`src/rtl/rect_fill_fsm_if.sv`:
```
// Pixel plot port between the rectangle fill controller and the VGA adapter.
// Handshake: vga_plot is valid, plot_ready is ready; a pixel transfers on a cycle
// where both are high. While valid && !ready, the master holds x/y/colour stable.
// An abort may drop valid without a transfer.
interface rect_fill_fsm_if #(
  parameter int X_W = 8,
  parameter int Y_W = 7,
  parameter int C_W = 3
);
  logic [X_W-1:0] vga_x;
  logic [Y_W-1:0] vga_y;
  logic [C_W-1:0] vga_colour;
  logic           vga_plot;
  logic           plot_ready;

  modport master (
    output vga_x,
    output vga_y,
    output vga_colour,
    output vga_plot,
    input  plot_ready
  );

  modport slave (
    input  vga_x,
    input  vga_y,
    input  vga_colour,
    input  vga_plot,
    output plot_ready
  );
endinterface

```
`src/rtl/rect_fill_fsm.sv`:
```
// Fills a runtime rectangle, clipped to the screen, in row- or column-major order.
// Optional RECT_FILL_CHECKER_EN: adds colour_alt and a checkerboard colour pattern.
module rect_fill_fsm #(
  parameter int SCREEN_W = 160,
  parameter int SCREEN_H = 120,
  parameter int X_W      = 8,
  parameter int Y_W      = 7,
  parameter int C_W      = 3
) (
  input  logic                 clk,
  input  logic                 rst,
  input  logic                 start,
  input  logic                 abort,
  input  logic [X_W-1:0]       x0,
  input  logic [Y_W-1:0]       y0,
  input  logic [X_W-1:0]       x1,
  input  logic [Y_W-1:0]       y1,
  input  logic [C_W-1:0]       colour,
`ifdef RECT_FILL_CHECKER_EN
  input  logic [C_W-1:0]       colour_alt,
`endif
  input  logic                 col_major,
  output logic                 busy,
  output logic                 done,
  output logic [X_W+Y_W-1:0]   pix_count,
  output logic [1:0]           state_dbg,
  rect_fill_fsm_if.master      plot
);

  typedef enum logic [1:0] {
    IDLE = 2'd0,
    DRAW = 2'd1,
    DONE = 2'd2
  } state_t;

  localparam logic [X_W-1:0]     X_MAX  = X_W'(SCREEN_W - 1);
  localparam logic [Y_W-1:0]     Y_MAX  = Y_W'(SCREEN_H - 1);
  localparam logic [X_W-1:0]     X_ONE  = X_W'(1);
  localparam logic [Y_W-1:0]     Y_ONE  = Y_W'(1);
  localparam logic [X_W+Y_W-1:0] PC_ONE = (X_W+Y_W)'(1);

  state_t state, state_n;

  logic [X_W-1:0] cx, x0_q, xe_q;
  logic [Y_W-1:0] cy, y0_q, ye_q;
  logic [C_W-1:0] colour_q;
  logic           col_major_q;
`ifdef RECT_FILL_CHECKER_EN
  logic [C_W-1:0] colour_alt_q;
`endif

  logic [X_W-1:0] xe_in;
  logic [Y_W-1:0] ye_in;
  logic           empty;
  logic           accept;
  logic           last;

  // Clip the far corner to the screen; the near corner is left raw so an
  // off-screen origin shows up as an empty rectangle.
  assign xe_in  = (x1 > X_MAX) ? X_MAX : x1;
  assign ye_in  = (y1 > Y_MAX) ? Y_MAX : y1;
  assign empty  = (x0 > xe_in) || (y0 > ye_in);

  assign accept = (state == DRAW) && !abort && plot.plot_ready;
  assign last   = (cx == xe_q) && (cy == ye_q);

  assign busy      = (state == DRAW);
  assign done      = (state == DONE);
  assign state_dbg = state;

  assign plot.vga_plot = (state == DRAW) && !abort;
  assign plot.vga_x    = cx;
  assign plot.vga_y    = cy;
`ifdef RECT_FILL_CHECKER_EN
  assign plot.vga_colour = (cx[0] ^ cy[0]) ? colour_alt_q : colour_q;
`else
  assign plot.vga_colour = colour_q;
`endif

  always_ff @(posedge clk or posedge rst) begin
    if (rst) state <= IDLE;
    else     state <= state_n;
  end

  always_comb begin
    state_n = state;
    case (state)
      IDLE: if (start) state_n = empty ? DONE : DRAW;
      DRAW: if (abort || (accept && last)) state_n = DONE;
      DONE: if (!start) state_n = IDLE;
      default: state_n = IDLE;
    endcase
  end

  always_ff @(posedge clk or posedge rst) begin
    if (rst) begin
      cx           <= '0;
      cy           <= '0;
      x0_q         <= '0;
      y0_q         <= '0;
      xe_q         <= '0;
      ye_q         <= '0;
      colour_q     <= '0;
      col_major_q  <= 1'b0;
      pix_count    <= '0;
`ifdef RECT_FILL_CHECKER_EN
      colour_alt_q <= '0;
`endif
    end else begin
      case (state)
        IDLE: begin
          if (start) begin
            x0_q         <= x0;
            y0_q         <= y0;
            xe_q         <= xe_in;
            ye_q         <= ye_in;
            colour_q     <= colour;
            col_major_q  <= col_major;
            cx           <= x0;
            cy           <= y0;
            pix_count    <= '0;
`ifdef RECT_FILL_CHECKER_EN
            colour_alt_q <= colour_alt;
`endif
          end
        end
        DRAW: begin
          if (accept) begin
            pix_count <= pix_count + PC_ONE;
            // Coordinates freeze on the final pixel so they never pass xe/ye.
            if (!last) begin
              if (col_major_q) begin
                if (cy == ye_q) begin
                  cy <= y0_q;
                  cx <= cx + X_ONE;
                end else begin
                  cy <= cy + Y_ONE;
                end
              end else begin
                if (cx == xe_q) begin
                  cx <= x0_q;
                  cy <= cy + Y_ONE;
                end else begin
                  cx <= cx + X_ONE;
                end
              end
            end
          end
        end
        default: ;
      endcase
    end
  end

endmodule

```
`src/flat_wrapper.sv`:
```
// flat-port wrapper written by rule: the top's interface ports become plain ports
module rect_fill_fsm_flat 
#(
  parameter int SCREEN_W = 160,
  parameter int SCREEN_H = 120,
  parameter int X_W      = 8,
  parameter int Y_W      = 7,
  parameter int C_W      = 3
)
  (clk, rst, start, abort, x0, y0, x1, y1, colour, col_major, busy, done, pix_count, state_dbg, plot_vga_x, plot_vga_y, plot_vga_colour, plot_vga_plot, plot_plot_ready);
  rect_fill_fsm_if #(.X_W(X_W), .Y_W(Y_W), .C_W(C_W)) plot_i ();
  input  logic clk;
  input  logic rst;
  input  logic start;
  input  logic abort;
  input  logic [X_W-1:0] x0;
  input  logic [Y_W-1:0] y0;
  input  logic [X_W-1:0] x1;
  input  logic [Y_W-1:0] y1;
  input  logic [C_W-1:0] colour;
  input  logic col_major;
  output logic busy;
  output logic done;
  output logic [X_W+Y_W-1:0] pix_count;
  output logic [1:0] state_dbg;
  output wire logic [$bits(plot_i.vga_x)-1:0] plot_vga_x;
  output wire logic [$bits(plot_i.vga_y)-1:0] plot_vga_y;
  output wire logic [$bits(plot_i.vga_colour)-1:0] plot_vga_colour;
  output wire logic [$bits(plot_i.vga_plot)-1:0] plot_vga_plot;
  input wire logic [$bits(plot_i.plot_ready)-1:0] plot_plot_ready;
  assign plot_vga_x = plot_i.vga_x;
  assign plot_vga_y = plot_i.vga_y;
  assign plot_vga_colour = plot_i.vga_colour;
  assign plot_vga_plot = plot_i.vga_plot;
  assign plot_i.plot_ready = plot_plot_ready;
  rect_fill_fsm #(.SCREEN_W(SCREEN_W), .SCREEN_H(SCREEN_H), .X_W(X_W), .Y_W(Y_W), .C_W(C_W)) u_core (.clk(clk), .rst(rst), .start(start), .abort(abort), .x0(x0), .y0(y0), .x1(x1), .y1(y1), .colour(colour), .col_major(col_major), .busy(busy), .done(done), .pix_count(pix_count), .state_dbg(state_dbg), .plot(plot_i));
endmodule
```
`config.mk`:
```
export PLATFORM = sky130hd
export DESIGN_NAME = rect_fill_fsm_flat
export DESIGN_NICKNAME = d
export VERILOG_FILES = /design/src/rtl/rect_fill_fsm_if.sv /design/src/rtl/rect_fill_fsm.sv /design/src/flat_wrapper.sv
export SDC_FILE = /design/constraint.sdc
export NUM_CORES = 1
export LEC_CHECK = 0
export ABC_AREA = 0
export CAP_MARGIN = 20
export CORE_UTILIZATION = 52
export DETAILED_ROUTE_END_ITERATION = 7
export GPL_TIMING_DRIVEN = 0
export PLACE_DENSITY = 0.88
export SYNTH_ARGS = -nofsm -noshare
export SYNTH_HDL_FRONTEND = slang
export SYNTH_SLANG_ARGS = --single-unit
export TNS_END_PERCENT = 30
```
`constraint.sdc`:
```
create_clock -name clk -period 2.5 [get_ports clk]
set_input_delay 0.5 -clock clk [delete_from_list [all_inputs] [get_ports clk]]
set_output_delay 0.5 -clock clk [all_outputs]
set_load 0.005 [all_outputs]
```
**Word level (Yosys, flattened, before mapping)**

Cells that the tools add are included.

- Flip-flop bits (word level): 66
- Input bits: 39
- Output and inout port bits: 38
- Logic and storage cells: 66

- Add/sub/neg operators: 3
- $lt $le $gt $ge: 4
- Equal/unequal tests: 11
- Multiplexer cells: 24
- Reductions and logical operators: 14

Operators with widths:

| cell | number |
|---|---|
| 2-to-1 mux 8 bit | 7 |
| 2-to-1 mux 7 bit | 7 |
| 2-to-1 mux 15 bit | 2 |
| one-hot mux 15 bit (2 select lines) | 1 |
| one-hot mux 8 bit (2 select lines) | 1 |
| adder 15 x 1 -> 15 bit, second input constant | 1 |
| one-hot mux 7 bit (2 select lines) | 1 |
| AND reduction 5 bit | 2 |
| adder 8 x 1 -> 8 bit, second input constant | 1 |
| == test 8 bit | 1 |
| > comparator 8 bit | 1 |
| > comparator 8 bit, second input constant | 1 |
| 2-to-1 mux 2 bit | 4 |
| adder 7 x 1 -> 7 bit, second input constant | 1 |
| == test 7 bit | 1 |
| > comparator 7 bit | 1 |
| > comparator 7 bit, second input constant | 1 |
| != test 2 bit, second input constant | 3 |
| one-hot mux 2 bit (3 select lines) | 1 |
| AND reduction 3 bit | 2 |
| logical AND 1 bit | 4 |
| != test 2 x 1 -> 1 bit, second input constant | 2 |
| != test 3 x 1 -> 1 bit, second input constant | 1 |
| != test 3 bit, second input constant | 1 |
| other kinds (7) | 8 |

**Longest topological paths before layout**

Gate-level depths: netlist of the first run.

- Depth after elaboration: 7
- Depth in mapped cells: 10
- Gate-level depth less buffers: 10

**Worst setup path before layout of the first run**

Ideal clock, no wire load.

- Path type: input to register
- Start point: input port y1[3]
- End point: register u_core.state[0], in the netlist u_core.state_dbg[0]
- Setup time: 66 ps
- Data arrival time: 2167 ps
- Setup slack: 266 ps
- Cell stages on the path: 8
- Buffers on the path: 0
- Cells stage by stage: and4_1 > nor2_1 > ha_1 > a21o_1 > maj3_1 > a221o_1 > a21oi_1 > a22o_1

- Cells in the longest elaborated chain, start to end: 7

RTL lines:

| what | RTL line | RTL |
|---|---|---|
| start, declared | flat_wrapper.sv:19 | `input logic [Y_W-1:0] y1;` |
| > comparator 7 bit | rect_fill_fsm.sv:61 | `assign ye_in = (y1 > Y_MAX) ? Y_MAX : y1;` |
| 2-to-1 mux 7 bit * | rect_fill_fsm.sv:61 |  |
| > comparator 7 bit * | rect_fill_fsm.sv:62 | `assign empty = (x0 > xe_in) \|\| (y0 > ye_in);` |
| logical OR 1 bit * | rect_fill_fsm.sv:62 |  |
| 2-to-1 mux 2 bit * (2 in series) | rect_fill_fsm.sv:88 | `IDLE: if (start) state_n = empty ? DONE : DRAW;` |
| one-hot mux 2 bit (3 select lines) * | rect_fill_fsm.sv:87 | `case (state)` |
| end signal, assigned | rect_fill_fsm.sv:82 | `else state <= state_n;` |
| end, declared | rect_fill_fsm.sv:42 | `state_t state, state_n;` |

Every way passes the cells marked *; elsewhere a longest branch is shown, timed or not. The select of a mux whose other input is x is not followed.
A chain may end at the register's enable or synchronous reset.

**Worst setup path in the final report of the first run**

- Start point: register u_core.state[1], in the netlist u_core.state_dbg[1]
- End point: output port busy

- Cells in the longest elaborated chain, start to end: 1

RTL lines:

| what | RTL line | RTL |
|---|---|---|
| == test 2 x 1 -> 1 bit | rect_fill_fsm.sv:67 | `assign busy = (state == DRAW);` |
| end, declared | flat_wrapper.sv:22 | `output logic busy;` |

Every way passes these cells.

==> results of run 1 <==
## cells in the mapped netlist, types with 2 or more instances
| master | n |
|---|---|
| nand2_1 | 89 |
| inv_1 | 16 |
| nor2b_1 | 2 |
| nor3_1 | 2 |
| nand3_1 | 19 |
| xnor2_1 | 24 |
| ha_1 | 17 |
| nor2_1 | 33 |
| nor2_2 | 2 |
| and4_1 | 4 |
| o311ai_0 | 5 |
| mux2_2 | 9 |
| mux2i_1 | 11 |
| a31oi_2 | 2 |
| o21a_1 | 4 |
| o21ai_0 | 20 |
| dfrtp_1 | 66 |
| and3_1 | 3 |
| xor2_1 | 12 |
| or3_1 | 3 |
| nand4_1 | 6 |
| clkbuf_1 | 9 |
| nand2b_1 | 2 |
| nand4_2 | 4 |
| buf_6 | 2 |
| o211ai_2 | 2 |
| a21o_1 | 3 |
| a21oi_1 | 15 |
## state kept, by name (all words and copies together), names as in the netlist
signal                  flops
u_core.x0_q                 8
u_core.plot.vga_colour      3
u_core.xe_q                 8
u_core.pix_count           15
u_core.y0_q                 7
u_core.ye_q                 7
u_core.plot.vga_x           8
u_core.plot.vga_y           7
u_core.state_dbg            2
u_core.col_major_q          1
## power groups by stage
stage | sequential (mW) | combinational, mW | clock, mW
3_5_place_dp | 1.89 | 1.95 | 0
2_1_floorplan | 1.81 | 1.24 | 0
6_report | 1.90 | 1.97 | 0.774
4_1_cts | 1.88 | 1.97 | 0.784
5_1_grt | 1.94 | 2.16 | 0.826
3_3_place_gp | 1.88 | 1.87 | 0
## repair_timing
| action | CTS | global route |
|---|---|---|
| pin swaps | 1 | 0 |
| resized for setup | 10 | 5 |
| hold endpoints to repair | 0 | 0 |
| endpoints found under the setup margin | 3 | 5 |
## logic make-up after synthesis
logic type / after synthesis / share of synthesized area
buffers and inverters: 31 / 0.0352
muxes: 21 / 0.0575
and+or+nand+nor: 179 / 0.223
adders and majority gates: 18 / 0.0575
AOI/OAI and AO/OA: 62 / 0.114
xor gates and xnor gates: 37 / 0.0856
DFF: 66 / 0.426
## through the flow
step	instance area (sq um)	setup slack, ps	instances	utilization
floorplan	3870	266	414	-
global placement	4760	-808	589	0.659
detailed placement	4780	-426	590	0.662
CTS	4950	34.6	603	0.686
global route	4950	-16.6	603	0.687
finish	4950	33.8	603	0.687
## worst register-to-register path: stages, from the launching register on
cell	delay, ps
dfrtp_1	500
xnor2_1	250
nand4_2	200
nor3_2	490
buf_4	280
o311ai_0	160
mux2_2	290
## routing by layer
layer  global-route usage  routed length, microns  part of all wire
met1                0.354                    4180              0.42
met2                0.436                    4680              0.47
met3               0.0438                     696             0.070
met4                0.172                     395             0.040
met5                    0                       0                 0
## worst paths after layout
check	startpoint	endpoint	slack, ps	cells after the start
worst max-delay path	u_core.state_dbg[1]$_DFFE_PP0P_	busy	30	4
worst min-delay path	u_core.plot.vga_colour[2]$_DFFE_PP0P_	u_core.plot.vga_colour[2]$_DFFE_PP0P_	480	2
worst max register to register	u_core.plot.vga_x[0]$_DFFE_PP0P_	u_core.plot.vga_x[2]$_DFFE_PP0P_	210	6
worst min register to register	u_core.plot.vga_colour[2]$_DFFE_PP0P_	u_core.plot.vga_colour[2]$_DFFE_PP0P_	480	2
max in group asynchronous	rst	u_core.plot.vga_colour[2]$_DFFE_PP0P_	1220	3
min in group asynchronous	rst	u_core.pix_count[11]$_DFFE_PP0P_	640	2
## area by class of cell
class / count / area [sq um] / area share
buffer: 14 / 77.6 / 0.0157
clock buffer: 13 / 159 / 0.0321
inverter: 17 / 63.8 / 0.0129
multi-input combinational: 317 / 2100 / 0.424
sequential: 66 / 1650 / 0.333
tap: 99 / 124 / 0.0250
timing repair buffer: 77 / 776 / 0.157
==> results.cfg, run 1 <==
[clock_network]
cts-root-buf = clkbuf_8
cts.sinks = 66
htree_levels = 3
clkLatencyLatePin_ps = 340
path_clk_slew_ps = 60
cts_buffer_depth = 2
cts_hold_buf = 0
postCtsSetupBuffers = 0
cts_made_buffers = 9
cts_tree = yes

[pwr]
ir_drop_mv = 0.513
sw_frac_of_total = 0.382
seqPwrFrac = 0.409
pwr-share-comb = 0.425
power_switching_mw = 1.77
p_clk_frac = 0.167
leakage_nw = 2.16
internal_power_mw = 2.87
powerDensity_mw_per_mm2 = 937
finalPower_mw = 4.64

[detailed_routing]
drc = 0
wire_per_inst_microns = 16.5
drtPass1Iterations = 5
ant_nets = 0
viasPerCell = 5.62
num_vias = 3391
finalWirelength_mm = 9.95
first_iter_violations = 182

[final_layout]
antenna_cells = 0
fin_nets = 558
drive_gt1_frac = 0.107
layout_commonest_cell = nand2_1
fill_cells = 571
area_growth_pct = 27.9
mostFrequentLayoutCells = 89 x nand2_1, 72 x clkdlybuf4s50_1, 66 x dfrtp_1, 30 x nor2_1, 24 x xnor2_1

[floorplanning]
die_w_microns = 88.3
die-area_sq_mm = 0.00780
ios = 77
coreArea_sq_mm = 0.00721
rows = 31
chipHeight_microns = 88.3
initial_core_util = 0.537

[critical_path]
crit_family = buffers and inverters
worstPathRequired_ps = 2000
cpPeakStageDelay_ps = 570
crit_chain = inv_1, nand2_1, clkinv_1, clkdlybuf4s50_1
cpMaxStageDelayCell = clkdlybuf4s50_1
worstPathMaxFanout = 9
worst-path-buf-inv = 3
crit_path_end_kind = primary output
critical_path_class = reg2out
cp-start-kind = register
worst_ep_arrival_time_ps = 1970

[synthesis]
yosys_warnings = 0
syn_area_per_cell_sq_um = 9.35
synth_edf_count = 0
synth_top_area_frac = 0.426
synth_ff_type = dfrtp_1
synthTopCellsByArea = dfrtp_1 43%, nand2_1 8.6%, ha_1 5.5%
syn-num-nets = 470
mappedNetlistArea_sq_mm = 0.00387
synth_seq_cells = 66
synth-async-reset-ratio = 1.00
synth_top_area_cell = dfrtp_1
synthCells = 414
ys_types = 56
ys_seq_area_frac = 0.426

[flow_run]
maxCapViolCount = 0

[sta]
slew_violations = 0
setup_viol = 0
fin_crit_ps = 2470
fin_skew_ps = 8.37
max-slew-margin-rel = 0.447
hold_violations = 0
holdWs_ps = 481
rsz0062_at_grt = true
fmax_ghz = 0.405
finalSetupTns_ps = 0
worst_pin_slew_ps = 828
fin_crit_sh = 0.986

[global_routing]
grt_pass1_vias = 3272
grt_pass1_wl_mm = 15.9
antenna_found_initial = 0
grtUsageTotal = 0.275
grt_max_degree = 38
gr-total-overflow = 0

[placement]
dp_hpwl_mm = 7.36
portBuffers = 76
place_congestion = 0.913

[run_status]
status = finished clean

[min_path]
hp-class = reg2reg
No activity file was read; power rests on OpenSTA's default activity.
==> run 2, diff against run 1 <==
- SLEW_MARGIN: not set -> 15
==> run 2 against run 1 <==
Global-route usage about the same. Via count is 1.3% higher. Sequential cell count unchanged. Non-clock buffer count is 1 higher. Sequential share of layout area down 0.32 points. Cell area up 0.96%. Die area is the same. First-iteration DRC count fell by 2.2%. Worst setup slack gained 58 ps. Wire length grew 1.0%. Combinational power is essentially flat. Clock-buffer cell count grew 1. Critical endpoint unchanged. Highest routed layer unchanged.
==> results.cfg, run 2 (synthesis results as in run 1) <==
[floorplanning]
chipHeight_microns = 88.3
rows = 31
coreArea_sq_mm = 0.00721
die-area_sq_mm = 0.00780
ios = 77
initial_core_util = 0.537
die_w_microns = 88.3

[clock_network]
cts.sinks = 66
cts_made_buffers = 9
cts_hold_buf = 0
cts-root-buf = clkbuf_8
htree_levels = 3
clkLatencyLatePin_ps = 350
cts_tree = yes
path_clk_slew_ps = 70
cts_buffer_depth = 2

[pwr]
powerDensity_mw_per_mm2 = 944
ir_drop_mv = 0.496
leakage_nw = 2.20
finalPower_mw = 4.72

[critical_path]
cp-start-kind = register
cpPeakStageDelay_ps = 560
worstPathRequired_ps = 2000
critical_path_class = reg2out
crit_family = buffers and inverters
crit_path_end_kind = primary output
worst_ep_arrival_time_ps = 1910
cpMaxStageDelayCell = clkdlybuf4s50_1
worst-path-buf-inv = 3
crit_chain = inv_2, nand2_1, clkinv_1, clkdlybuf4s50_1
worstPathMaxFanout = 9

[detailed_routing]
drc = 0
drtPass1Iterations = 5
viasPerCell = 5.66
first_iter_violations = 178
wire_per_inst_microns = 16.6
finalWirelength_mm = 10.1
num_vias = 3436
ant_nets = 0

[final_layout]
antenna_cells = 0
fin_util = 0.693
fill_cells = 555
area_growth_pct = 29.2
top_register = u_core.pix_count
fin_area_sq_mm = 0.00500
fin_nets = 559
largest_register_ffs = 15
multi_input_area_sq_mm = 0.00210
drive_gt1_frac = 0.114
seq_area_sq_mm = 0.00165
fin_cells = 607
layout_commonest_cell = nand2_1
mostFrequentLayoutCells = 89 x nand2_1, 72 x clkdlybuf4s50_1, 66 x dfrtp_1, 30 x nor2_1, 24 x xnor2_1

[placement]
placed_area_sq_mm = 0.00479
dp_hpwl_mm = 7.28
portBuffers = 76
place_congestion = 0.913
dp.cells = 590

[sta]
fin_crit_sh = 0.963
rsz0062_at_grt = false
slew_violations = 0
fin_skew_ps = 8.85
fmax_ghz = 0.415
setup_viol = 0
holdWs_ps = 449
fin_crit_ps = 2410
hold_violations = 0
max-slew-margin-rel = 0.542
worst_pin_slew_ps = 687

[global_routing]
grtUsageTotal = 0.275
antenna_found_initial = 0
grt_max_degree = 51
grt_pass1_wl_mm = 16.0
gr-total-overflow = 0
grt_pass1_vias = 3299

[flow_run]
maxCapViolCount = 0

[min_path]
hp-class = in2async

[run_status]
status = finished clean
[run 2: cell count changes in the layout (fill, tap and decap cells not counted), sizes merged]
cell          before  now
dlygate4sd2        4    2
dlymetal6s2s       0    2
clkbuf            21   23
clkinv             1    3
[run 2: per-stage QoR]
step | TNS [ps] | worst slack (ps)
2_1_floorplan | 0 | 266
3_3_place_gp | -56360 | -808
3_5_place_dp | -2800 | -439
4_1_cts | -4.51 | -4.51
5_1_grt | 0 | 26.4
6_report | 0 | 91.9
[run 2: path summary, 6_finish.rpt]
check                                                 from                                to  slack, ps  cells past startpoint
min reg2reg                     u_core.x0_q[6]$_DFFE_PP0P_        u_core.x0_q[6]$_DFFE_PP0P_        480                      2
min in group clk                u_core.x0_q[6]$_DFFE_PP0P_        u_core.x0_q[6]$_DFFE_PP0P_        480                      2
max                        u_core.state_dbg[1]$_DFFE_PP0P_                              busy         90                      4
min                                                    rst   u_core.pix_count[6]$_DFFE_PP0P_        450                      2
max reg2reg                u_core.state_dbg[0]$_DFFE_PP0P_        u_core.x0_q[4]$_DFFE_PP0P_        180                      6
max in group asynchronous                              rst  u_core.plot.vga_x[7]$_DFFE_PP0P_       1530                      3
[run 2: timing repair]
item                                    4_1_cts  5_1_grt
buffers inserted                              0        1
hold endpoints to repair                      0        0
endpoints found under the setup margin        3        4
pin swaps                                     0        1
gates resized for setup                       8        5
[run 2: per-layer routing]
layer  share of wire  GRT usage  routed length [microns]  vias up
met2            0.48      0.426                     4800      147
li1                -          -                        -     1593
met3           0.060     0.0364                      605       35
met5               0          0                        0        -
met4           0.038      0.161                      377        0
met1            0.42      0.372                     4270     1661
[run 2: layout make-up]
type,count,area share
timing repair buffer,78,0.160
inverter,17,0.0133
clock buffer,14,0.0345
multi-input combinational,317,0.420
sequential,66,0.330
buffer,14,0.0153
clock inverter,2,0.00200
tap,99,0.0248
[run 2: power breakdown]
part	internal [mW]	leakage, nW	switching, mW
Combinational	1.01	1.28	0.974
Sequential	1.46	0.817	0.439
Clock	0.439	0.0965	0.400
Total	2.91	2.20	1.81
[run 2: worst reg2reg max path, delay by kind of cell, from the launching register on]
kind                   cells  cell delay, ps
buffers and inverters      2             990
AND/OR/NAND/NOR            4             800
flip-flops                 1             480
